==> config.mk <==
export PLATFORM = sky130hd
export DESIGN_NAME = i2s_sample_feeder
export DESIGN_NICKNAME = d
export VERILOG_FILES = /design/src/rtl/i2s_sample_feeder.sv
export SDC_FILE = /design/constraint.sdc
export NUM_CORES = 1
export LEC_CHECK = 0
export ABC_AREA = 1
export CORE_MARGIN = 2
export CORE_UTILIZATION = 50
export DETAILED_ROUTE_END_ITERATION = 10
export HOLD_SLACK_MARGIN = 0.06
export PLACE_DENSITY = 0.78
export SKIP_LAST_GASP = 1
export SLEW_MARGIN = 25
export SYNTH_ARGS = -nofsm -noshare
export SYNTH_HDL_FRONTEND = slang
export SYNTH_SLANG_ARGS = --single-unit
==> constraint.sdc <==
create_clock -name in_clk -period 2.8 [get_ports in_clk]
set_clock_uncertainty 0.15 [all_clocks]
set_input_delay 0.28 -clock in_clk [delete_from_list [all_inputs] [get_ports in_clk]]
set_output_delay 0.28 -clock in_clk [all_outputs]
set_load 0.05 [all_outputs]
==> src/rtl/i2s_sample_feeder.sv <==
// i2s_sample_feeder: sample FIFO plus prefill/run/underrun sequencer feeding
// the i2s transmitter one sample per rising edge of its ready signal.
module i2s_sample_feeder #(
  parameter int BPS         = 24,
  parameter int DEPTH       = 16,
  parameter int START_LEVEL = 8,
  localparam int ADDR_W     = $clog2(DEPTH)
) (
  input  logic              in_clk,
  input  logic              in_rst,
  input  logic              in_start,
  input  logic              in_flush,
  input  logic [BPS-1:0]    in_wr_data,
  input  logic              in_wr_valid,
  output logic              out_wr_ready,
  input  logic              in_i2s_ready,
  output logic [BPS-1:0]    out_sample,
  output logic              out_en,
  output logic [ADDR_W:0]   out_level,
  output logic              out_underrun,
  output logic [15:0]       out_underrun_cnt
);

  localparam logic [ADDR_W:0] FULL_LV  = (ADDR_W+1)'(DEPTH);
  localparam logic [ADDR_W:0] START_LV = (ADDR_W+1)'(START_LEVEL);
  localparam logic [ADDR_W:0] ONE_LV   = (ADDR_W+1)'(1);
  localparam logic [ADDR_W-1:0] ONE_P  = ADDR_W'(1);

  typedef enum logic [1:0] {S_IDLE, S_FILL, S_PRIME, S_RUN} state_t;

  state_t              r_state, w_state_nxt;
  logic [BPS-1:0]      r_mem [DEPTH];
  logic [ADDR_W-1:0]   r_wr_ptr, r_rd_ptr;
  logic [ADDR_W:0]     r_level;
  logic [BPS-1:0]      r_sample;
  logic                r_en;
  logic                r_ready_d;
  logic                r_underrun;
  logic [15:0]         r_cnt;

  logic w_rdy_rise, w_wr, w_pop, w_urun, w_en_nxt, w_flush;

  // Edge detect is gated by out_en so the idle-high ready never looks like a request.
  assign w_rdy_rise   = in_i2s_ready & ~r_ready_d & r_en;
  assign out_wr_ready = (r_level != FULL_LV);
  assign w_wr         = in_wr_valid & out_wr_ready & ~w_flush;

  assign out_sample       = r_sample;
  assign out_en           = r_en;
  assign out_level        = r_level;
  assign out_underrun     = r_underrun;
  assign out_underrun_cnt = r_cnt;

  // State register.
  always_ff @(posedge in_clk) begin
    if (in_rst) r_state <= S_IDLE;
    else        r_state <= w_state_nxt;
  end

  // Next state, pop/underrun strobes and next out_en.
  always_comb begin
    w_state_nxt = r_state;
    w_pop       = 1'b0;
    w_urun      = 1'b0;
    w_en_nxt    = 1'b0;
    w_flush     = 1'b0;
    case (r_state)
      S_IDLE: begin
        w_flush = in_flush;
        if (in_start) w_state_nxt = S_FILL;
      end
      S_FILL: begin
        if (!in_start)               w_state_nxt = S_IDLE;
        else if (r_level >= START_LV) w_state_nxt = S_PRIME;
      end
      S_PRIME: begin
        // out_en stays low this cycle so the sample settles before in_en rises.
        w_pop       = 1'b1;
        w_state_nxt = S_RUN;
      end
      S_RUN: begin
        w_en_nxt = 1'b1;
        if (w_rdy_rise) begin
          if (r_level != '0) begin
            w_pop = 1'b1;
          end else begin
            w_urun      = 1'b1;
            w_en_nxt    = 1'b0;
            w_state_nxt = S_FILL;
          end
        end
        if (!in_start) begin
          w_en_nxt    = 1'b0;
          w_state_nxt = S_IDLE;
        end
      end
      default: w_state_nxt = S_IDLE;
    endcase
  end

  // FIFO storage; no reset needed, pointers qualify contents.
  always_ff @(posedge in_clk) begin
    if (w_wr) r_mem[r_wr_ptr] <= in_wr_data;
  end

  // Pointers, level, output sample/enable, ready delay and underrun tracking.
  always_ff @(posedge in_clk) begin
    if (in_rst) begin
      r_wr_ptr   <= '0;
      r_rd_ptr   <= '0;
      r_level    <= '0;
      r_sample   <= '0;
      r_en       <= 1'b0;
      r_ready_d  <= 1'b1;
      r_underrun <= 1'b0;
      r_cnt      <= '0;
    end else begin
      r_ready_d <= in_i2s_ready;
      r_en      <= w_en_nxt;
      if (w_flush) begin
        r_wr_ptr   <= '0;
        r_rd_ptr   <= '0;
        r_level    <= '0;
        r_underrun <= 1'b0;
        r_cnt      <= '0;
      end else begin
        if (w_wr)  r_wr_ptr <= r_wr_ptr + ONE_P;
        if (w_pop) begin
          r_rd_ptr <= r_rd_ptr + ONE_P;
          r_sample <= r_mem[r_rd_ptr];
        end
        case ({w_wr, w_pop})
          2'b10:   r_level <= r_level + ONE_LV;
          2'b01:   r_level <= r_level - ONE_LV;
          default: r_level <= r_level;
        endcase
        if (w_urun) begin
          r_underrun <= 1'b1;
          if (r_cnt != 16'hFFFF) r_cnt <= r_cnt + 16'd1;
        end
      end
    end
  end

endmodule
==> results of run 1 <==
-- stage by stage --
step | cell area, sq um | utilization, %
2_1_floorplan | 18600 | -
3_3_place_gp | 20100 | 54.9
3_5_place_dp | 20100 | 54.9
4_1_cts | 21500 | 58.7
5_1_grt | 21500 | 58.8
6_report | 21500 | 58.8
-- state kept, by name, summed over array words and instances, names as in the netlist, named ones only --
register	cells
out_level	5
out_sample	24
r_state	1
r_wr_ptr	4
out_underrun	1
r_rd_ptr	4
out_en	1
r_mem	384
r_ready_d	1
out_underrun_cnt	16
-- cell families after synthesis --
| family | share of synthesized area, % |
|---|---|
| compound gates | 4.91 |
| xor+xnor | 0.660 |
| fa+ha+maj | 0.674 |
| buf+inv | 4.93 |
| flops | 68.3 |
| simple gates | 20.5 |
-- power groups by stage --
stage	clock network, mW	registers (mW)	logic (mW)
2_1_floorplan	0	7.56	0.451
3_3_place_gp	0	7.45	0.882
3_5_place_dp	0	7.46	0.913
4_1_cts	5.85	7.32	0.919
5_1_grt	6.13	7.32	1.01
6_report	5.78	7.32	0.920
-- final timing paths --
| path | end | start | slack [ns] | cells past startpoint |
|---|---|---|---|---|
| worst max-delay path | out_level[4] | out_level[4] | 0.33 | 15 |
| worst min-delay path | register | in_rst | 0.23 | 2 |
| worst max register to register | out_level[4] | out_level[4] | 0.33 | 15 |
| worst min register to register | out_underrun | out_underrun | 0.34 | 2 |
-- routing by layer --
metal,wire length [um],vias to the layer above
li1,-,6048
met5,15,-
met4,1480,2
met1,17600,6111
met2,22100,573
met3,3620,112
-- area by class of cell --
cell class	count	share of cell area, %
multi-input combinational	1106	23.6
clock inverter	19	0.884
timing repair buffer	119	6.09
inverter	111	2.01
clock buffer	59	5.66
antenna	3	0.0349
tap	468	2.72
sequential	442	59.0
-- synth_stat cells, drive strengths merged --
cell / number / area [sq um]
xnor2: 6 / 52.6
o21bai: 1 / 7.51
dfxtp: 58 / 1160
o211ai: 24 / 180
nor3: 3 / 15.0
nand3: 186 / 953
or2: 1 / 6.26
clkinv: 4 / 21.3
a21boi: 1 / 7.51
edfxtp: 384 / 11500
buf: 71 / 415
nor2: 196 / 751
a211oi: 1 / 7.51
xor2: 8 / 70.1
o21ai: 103 / 515
nand2: 532 / 2060
ha: 10 / 125
a31oi: 1 / 6.26
nand4: 4 / 25.0
a21oi: 27 / 173
clkbuf: 19 / 72.6
inv: 107 / 407
o21a: 2 / 15.0
==> out/qor_table.md, run 1 <==
| Stage | Metric | Reported |
|---|---|---|
| setup path | Count of buffer and inverter cells on the critical path | 2 |
| synth | Syn_nets | 1,789 |
| detailed routing | Routed WL | 44,800 um |
| die | Overall die width | 197 um |
| setup path | Highest cell delay on the worst timing path | 0.46 ns |
| finish | Fraction of final layout cells with drive strength greater than 1 | 8.84% |
| clock tree | Clk root buf | sky130_fd_sc_hd__clkbuf_16 |
| synth | Mapped Cells | 1,749 |
| detailed routing | Iteration-0 DRC Markers | 1,396 |
| placement | Post-placement cell count | 2,246 |
| setup path | Capturing element type of the critical path | register |
| setup path | Top cell by count, worst path | sky130_fd_sc_hd__nand2_1 |
| die | Placement Rows | 70 |
| timing | Portion of the clock cycle consumed by the worst path in the final layout | 88.0% |
| job | Count of max-cap constraint violations | 0 |
| timing | Setup slack of the critical path after layout | 0.335 ns |
| finish | Area growth from synthesis to layout | 15.8% |
| pwr | P_int | 10.9 mW |
| pwr | VDD IR-drop max | 372 uV |
| synth | Library cells used by synthesis | 39 |
| pwr | Comb pwr share | 6.6% |
| global route | Grt met2 use | 38.9% |
| die | Die Y-Extent | 197 um |
| clock tree | CTS H-tree lvls | 2 |
| timing | Slew at the pin closest to its max-slew limit | 0.603 ns |
| timing | Sum of negative setup slack | 0 ns |
| timing | Number of failing hold endpoints at the final stage | 0 |
| setup path | Cells along the critical path | inv_1 -> nand3_2 -> nand3_2 -> nand2_2 -> ha_1 -> xor2_1 -> ha_1 -> inv_1 -> nand2_1 -> nand3_1 -> nand2_1 -> nand2_1 -> nand2_1 -> nand2_1 -> a21oi_1 |
| hold path | Kind of path behind the tightest hold check | input pin to register |
| synth | Average footprint of a synthesized cell | 10.6 sq um |
| clock tree | Post-CTS resize count | 0 |
| die | Core area | 0.0366 sq mm |
| synth | Register area share after synthesis | 68.3% |
| pwr | Sum of internal, switching and leakage power | 14.0 mW |
| timing | Worst slew margin relative to its limit | 59.7% |
| placement | Weighted congestion reported at the end of routability-driven placement | 0.870 |
| timing | Setup violation total in the final timing report | 0 |
| setup path | Arrival time at the worst endpoint | 2.78 ns |
| global route | Via count of the first global-routing pass | 12,500 |
| timing | Crit path time final | 2.47 ns |
| global route | Layer with the highest usage after global routing | met2 |
| placement | Number of buffers added on ports | 77 |
| detailed routing | WL per Instance | 19.3 um |
| global route | Gr ovfl total | 0 |
| synth | Register bit count reported by yosys | 442 |
| clock tree | Number of buffers created by CTS | 44 |
| outcome | Run status | completed |
| global route | Number of antenna violations at the first check in global routing | 4 |
| clock tree | Clock slew at the register clock pins of the worst setup and hold paths | 0.06 ns |
| pwr | Switching pwr | 3.07 mW |
| placement | Pre-CTS setup slack | 0.118 ns |
| global route | Total global routing track utilization | 23.2% |
| detailed routing | Post-route antenna net violation count | 0 |
| synth | Post-Syn Area | 0.0186 sq mm |
| clock tree | Maximum buffer depth of the clock tree | 3 |
| placement | Estimated wirelength of the detail-placed design | 23,900 um |
| die | Die area | 0.0387 sq mm |
| pwr | Switching Fraction | 21.9% |
| clock tree | Clock sink count | 442 |
| clock tree | Count of hold buffers inserted by post-cts repair | 0 |
| finish | Fill cells | 2,821 |
| timing | Worst hold slack across all endpoints | 0.225 ns |
| finish | Combined area of the multi-input logic cells | 0.00507 sq mm |
| setup path | Critical path start-end classification | register to register |
| timing | RSZ-0062 raised after global routing | no |
| global route | Pin count of the biggest net entering global routing | 115 |
| clock tree | CTS tree | built |
| timing | Peak clock frequency supported by timing | 406 MHz |
| finish | Leading cell type in the layout, fill and taps excluded | sky130_fd_sc_hd__nand2_1 |
| setup path | Required time of the critical path | 3.11 ns |
| pwr | Share of total power in sequential cells | 52.2% |
| pwr | Power per unit of standard cell area | 651 mW/mm^2 |
| finish | Final Net Count | 1,864 |
| global route | First-pass GRT wire length | 68,800 um |
| detailed routing | Detailed Routing Iterations Pass 1 | 5 |
| clock tree | Clock latency at the later pin of the worst-skew pair | 0.54 ns |
| detailed routing | # DRC | 0 |
| finish | Reg area | 0.0127 sq mm |
| timing | Final Max Tran Viols | 0 |
| setup path | Slowest CP cell | sky130_fd_sc_hd__dfxtp_1 |
| setup path | Startpoint types | register |
| pwr | Clock share of power | 41.2% |
| die | Starting density of the core | 50.7% |
| pwr | Standby leakage power | 8.12 nW |
| setup path | CP top delay family | simple AND/OR/NAND/NOR gates |
| finish | Most used cells in the layout excluding fill and tap cells | sky130_fd_sc_hd__nand2_1 (514), sky130_fd_sc_hd__edfxtp_1 (384), sky130_fd_sc_hd__nand3_1 (182) |
| global route | GRT met1 Usage | 30.5% |
| global route | Met3 routing resource usage after global routing | 3.46% |
| detailed routing | Total via count in the routed design | 12,800 |
| die | IO Count | 78 |
| finish | Non-filler instance count after layout | 2,327 |
| clock tree | Setup Buffers After CTS | 0 |
| detailed routing | Avg Vias per Cell | 5.52 |
| setup path | Worst-path fanout max | 6 |
| synth | Syn. warnings | 0 |
(Power assumes the default switching activity.)
==> inputs of run 2 (changes only) <==
CTS_BUF_LIST = sky130_fd_sc_hd__clkbuf_4   (was not set)
SKIP_CTS_REPAIR_TIMING = 1   (was not set)
==> run 2 against run 1 <==
Against the previous run: wire length is essentially flat; power decreased by 3.0%; clock power is 7.3% lower; global-route usage up 0.25 points; flip-flop and latch count stayed put; critical endpoint is now out_wr_ready; hold slack got worse by 0.15 ns; critical path depth fell by 12; setup slack lost 0.19 ns; clock-buffer cell count up 115; final cell count increased by 5.8%.
==> out/qor_table.md, run 2 (synthesis results as in run 1) <==
| Stage | Metric | Reported | Delta |
|---|---|---|---|
| setup path | Startpoint types | register |  |
| timing | RSZ-0062 raised after global routing | no |  |
| setup path | Endpoint of the worst setup timing path | out_wr_ready |  |
| pwr | Power per unit of standard cell area | 630 mW/mm^2 | -3.3% |
| global route | Pin count of the biggest net entering global routing | 115 | unchanged |
| hold path | Kind of path behind the tightest hold check | input pin to register |  |
| timing | Number of failing hold endpoints at the final stage | 0 | unchanged |
| finish | Final Net Count | 1,932 | +3.6% |
| finish | Combined area of the multi-input logic cells | 0.00507 sq mm | unchanged |
| setup path | Launch point of the worst reg-to-reg path | out_level[1] |  |
| die | IO Count | 78 | unchanged |
| placement | Number of buffers added on ports | 77 | unchanged |
| placement | Post-placement cell count | 2,246 | unchanged |
| timing | Peak clock frequency supported by timing | 377 MHz | -7.0% |
| setup path | Critical path start-end classification | register to primary output |  |
| setup path | Required time of the critical path | 2.37 ns | -0.74 ns |
| global route | First-pass GRT wire length | 69,600 um | +1.2% |
| die | Placement Rows | 70 | unchanged |
| outcome | Run status | completed |  |
| global route | Via count of the first global-routing pass | 13,100 | +4.4% |
| global route | Number of antenna violations at the first check in global routing | 6 | +2 |
| placement | Weighted congestion reported at the end of routability-driven placement | 0.870 | unchanged |
| die | Starting density of the core | 50.7% | unchanged |
| timing | Setup violation total in the final timing report | 0 | unchanged |
| finish | Leading cell type in the layout, fill and taps excluded | sky130_fd_sc_hd__nand2_1 |  |
| job | Count of max-cap constraint violations | 0 | unchanged |
| timing | Sum of negative setup slack | 0 ns | unchanged |
| die | Die Y-Extent | 197 um | unchanged |
| finish | Post-layout instance area | 0.0216 sq mm | +0.30% |
| die | Die area | 0.0387 sq mm | unchanged |
| setup path | Arrival time at the worst endpoint | 2.22 ns | -0.56 ns |
| placement | Pre-CTS setup slack | 0.118 ns | unchanged |
| finish | Reg area | 0.0127 sq mm | unchanged |
| detailed routing | Total via count in the routed design | 13,200 | +2.9% |
| detailed routing | Routed WL | 44,800 um | about the same |
| timing | Portion of the clock cycle consumed by the worst path in the final layout | 94.7% | +6.7 points |
| timing | Final Max Tran Viols | 0 | unchanged |
| finish | Fill cells | 2,900 | +2.8% |
| finish | Fraction of final layout cells with drive strength greater than 1 | 14.2% | +5.3 points |
| finish | Largest register FFs | 384 | unchanged |
| timing | Worst slew margin relative to its limit | 61.1% | +1.4 points |
| die | Overall die width | 197 um | unchanged |
| clock tree | Maximum buffer depth of the clock tree | 3 | unchanged |
| setup path | First element of the critical path | out_level[1] |  |
| timing | Crit path time final | 2.65 ns | +0.187 ns |
| pwr | Standby leakage power | 8.30 nW | +2.2% |
| finish | Largest register by flop count | r_mem |  |
| detailed routing | # DRC | 0 | unchanged |
| detailed routing | Detailed Routing Iterations Pass 1 | 5 | unchanged |
| clock tree | CTS tree | built |  |
| clock tree | Clock slew at the register clock pins of the worst setup and hold paths | 0.07 ns | about the same |
| detailed routing | Post-route antenna net violation count | 0 | unchanged |
| setup path | Worst reg2reg path depth | 15 | unchanged |
| setup path | Register-to-register setup slack | 0.37 ns | +0.04 ns |
| placement | Estimated wirelength of the detail-placed design | 23,900 um | unchanged |
| finish | Area growth from synthesis to layout | 16.2% |  |
| die | Core area | 0.0366 sq mm | unchanged |
| clock tree | Clock latency at the later pin of the worst-skew pair | 0.77 ns | +0.23 ns |
| finish | Non-filler instance count after layout | 2,463 | +5.8% |
| clock tree | Clk root buf | sky130_fd_sc_hd__clkbuf_4 |  |
| placement | Placed Instance Area | 0.0201 sq mm | unchanged |
| detailed routing | WL per Instance | 18.2 um | -5.4% |
| timing | Worst hold slack across all endpoints | 0.0745 ns | -0.151 ns |
| clock tree | Number of buffers created by CTS | 110 | +150% |
| clock tree | Clock sink count | 442 | unchanged |
| setup path | Capturing element type of the critical path | primary output |  |
| timing | Setup slack of the critical path after layout | 0.148 ns | -0.187 ns |
| pwr | Sum of internal, switching and leakage power | 13.6 mW | -3.0% |
| timing | Slew at the pin closest to its max-slew limit | 0.582 ns | -0.0206 ns |
| global route | Gr ovfl total | 0 | unchanged |
| finish | Most used cells in the layout excluding fill and tap cells | sky130_fd_sc_hd__nand2_1 (514), sky130_fd_sc_hd__edfxtp_1 (384), sky130_fd_sc_hd__nand3_1 (182) |  |
| pwr | VDD IR-drop max | 395 uV | +6.1% |
| finish | Post-layout utilization of the core | 58.9% | +0.18 points |
| detailed routing | Avg Vias per Cell | 5.37 | -2.8% |
| detailed routing | Iteration-0 DRC Markers | 1,386 | -0.72% |
| setup path | Worst-path fanout max | 5 | -1 |
| global route | Total global routing track utilization | 23.5% | +0.25 points |
| setup path | Endpoint of the worst register-to-register path | out_level[4] |  |
| clock tree | CTS H-tree lvls | 3 | +1 |
run 2: layer usage:
layer / vias to the layer above / routed length [um] / global-route usage (%)
met5: - / 16 / 0
met3: 101 / 3890 / 4.23
met4: 2 / 1220 / 12.1
met1: 6222 / 17600 / 29.9
li1: 6270 / - / -
met2: 626 / 22200 / 38.8
run 2: worst min-delay path by stage:
stage	start	endpoint	slack, ns	cells past startpoint
2_1_floorplan	in_rst	register	0.20	1
3_3_place_gp	out_underrun	out_underrun	0.30	2
3_5_place_dp	out_underrun	out_underrun	0.33	2
4_1_cts	in_rst	register	-0.04	2
5_1_grt	in_wr_valid	r_wr_ptr[1]	0.07	3
6_report	in_wr_valid	r_wr_ptr[1]	0.07	3
run 2: critical path, stage by stage (launching register included):
cell and delay, ns:
sky130_fd_sc_hd__dfxtp_1 0.46, sky130_fd_sc_hd__nor2_2 0.09, sky130_fd_sc_hd__nand3_2 0.10, sky130_fd_sc_hd__clkdlybuf4s50_1 0.81
run 2: area by class of cell:
type	instances	share of cell area [%]
timing repair buffer	121	6.17
inverter	111	2.01
multi-input combinational	1106	23.5
tap	468	2.71
antenna	6	0.0696
clock buffer	174	6.05
clock inverter	35	0.649
sequential	442	58.8
run 2: power breakdown:
group	switching (mW)	internal (mW)
clock network	2.54	2.82
logic	0.640	0.282
registers	0.0626	7.25
total	3.24	10.4
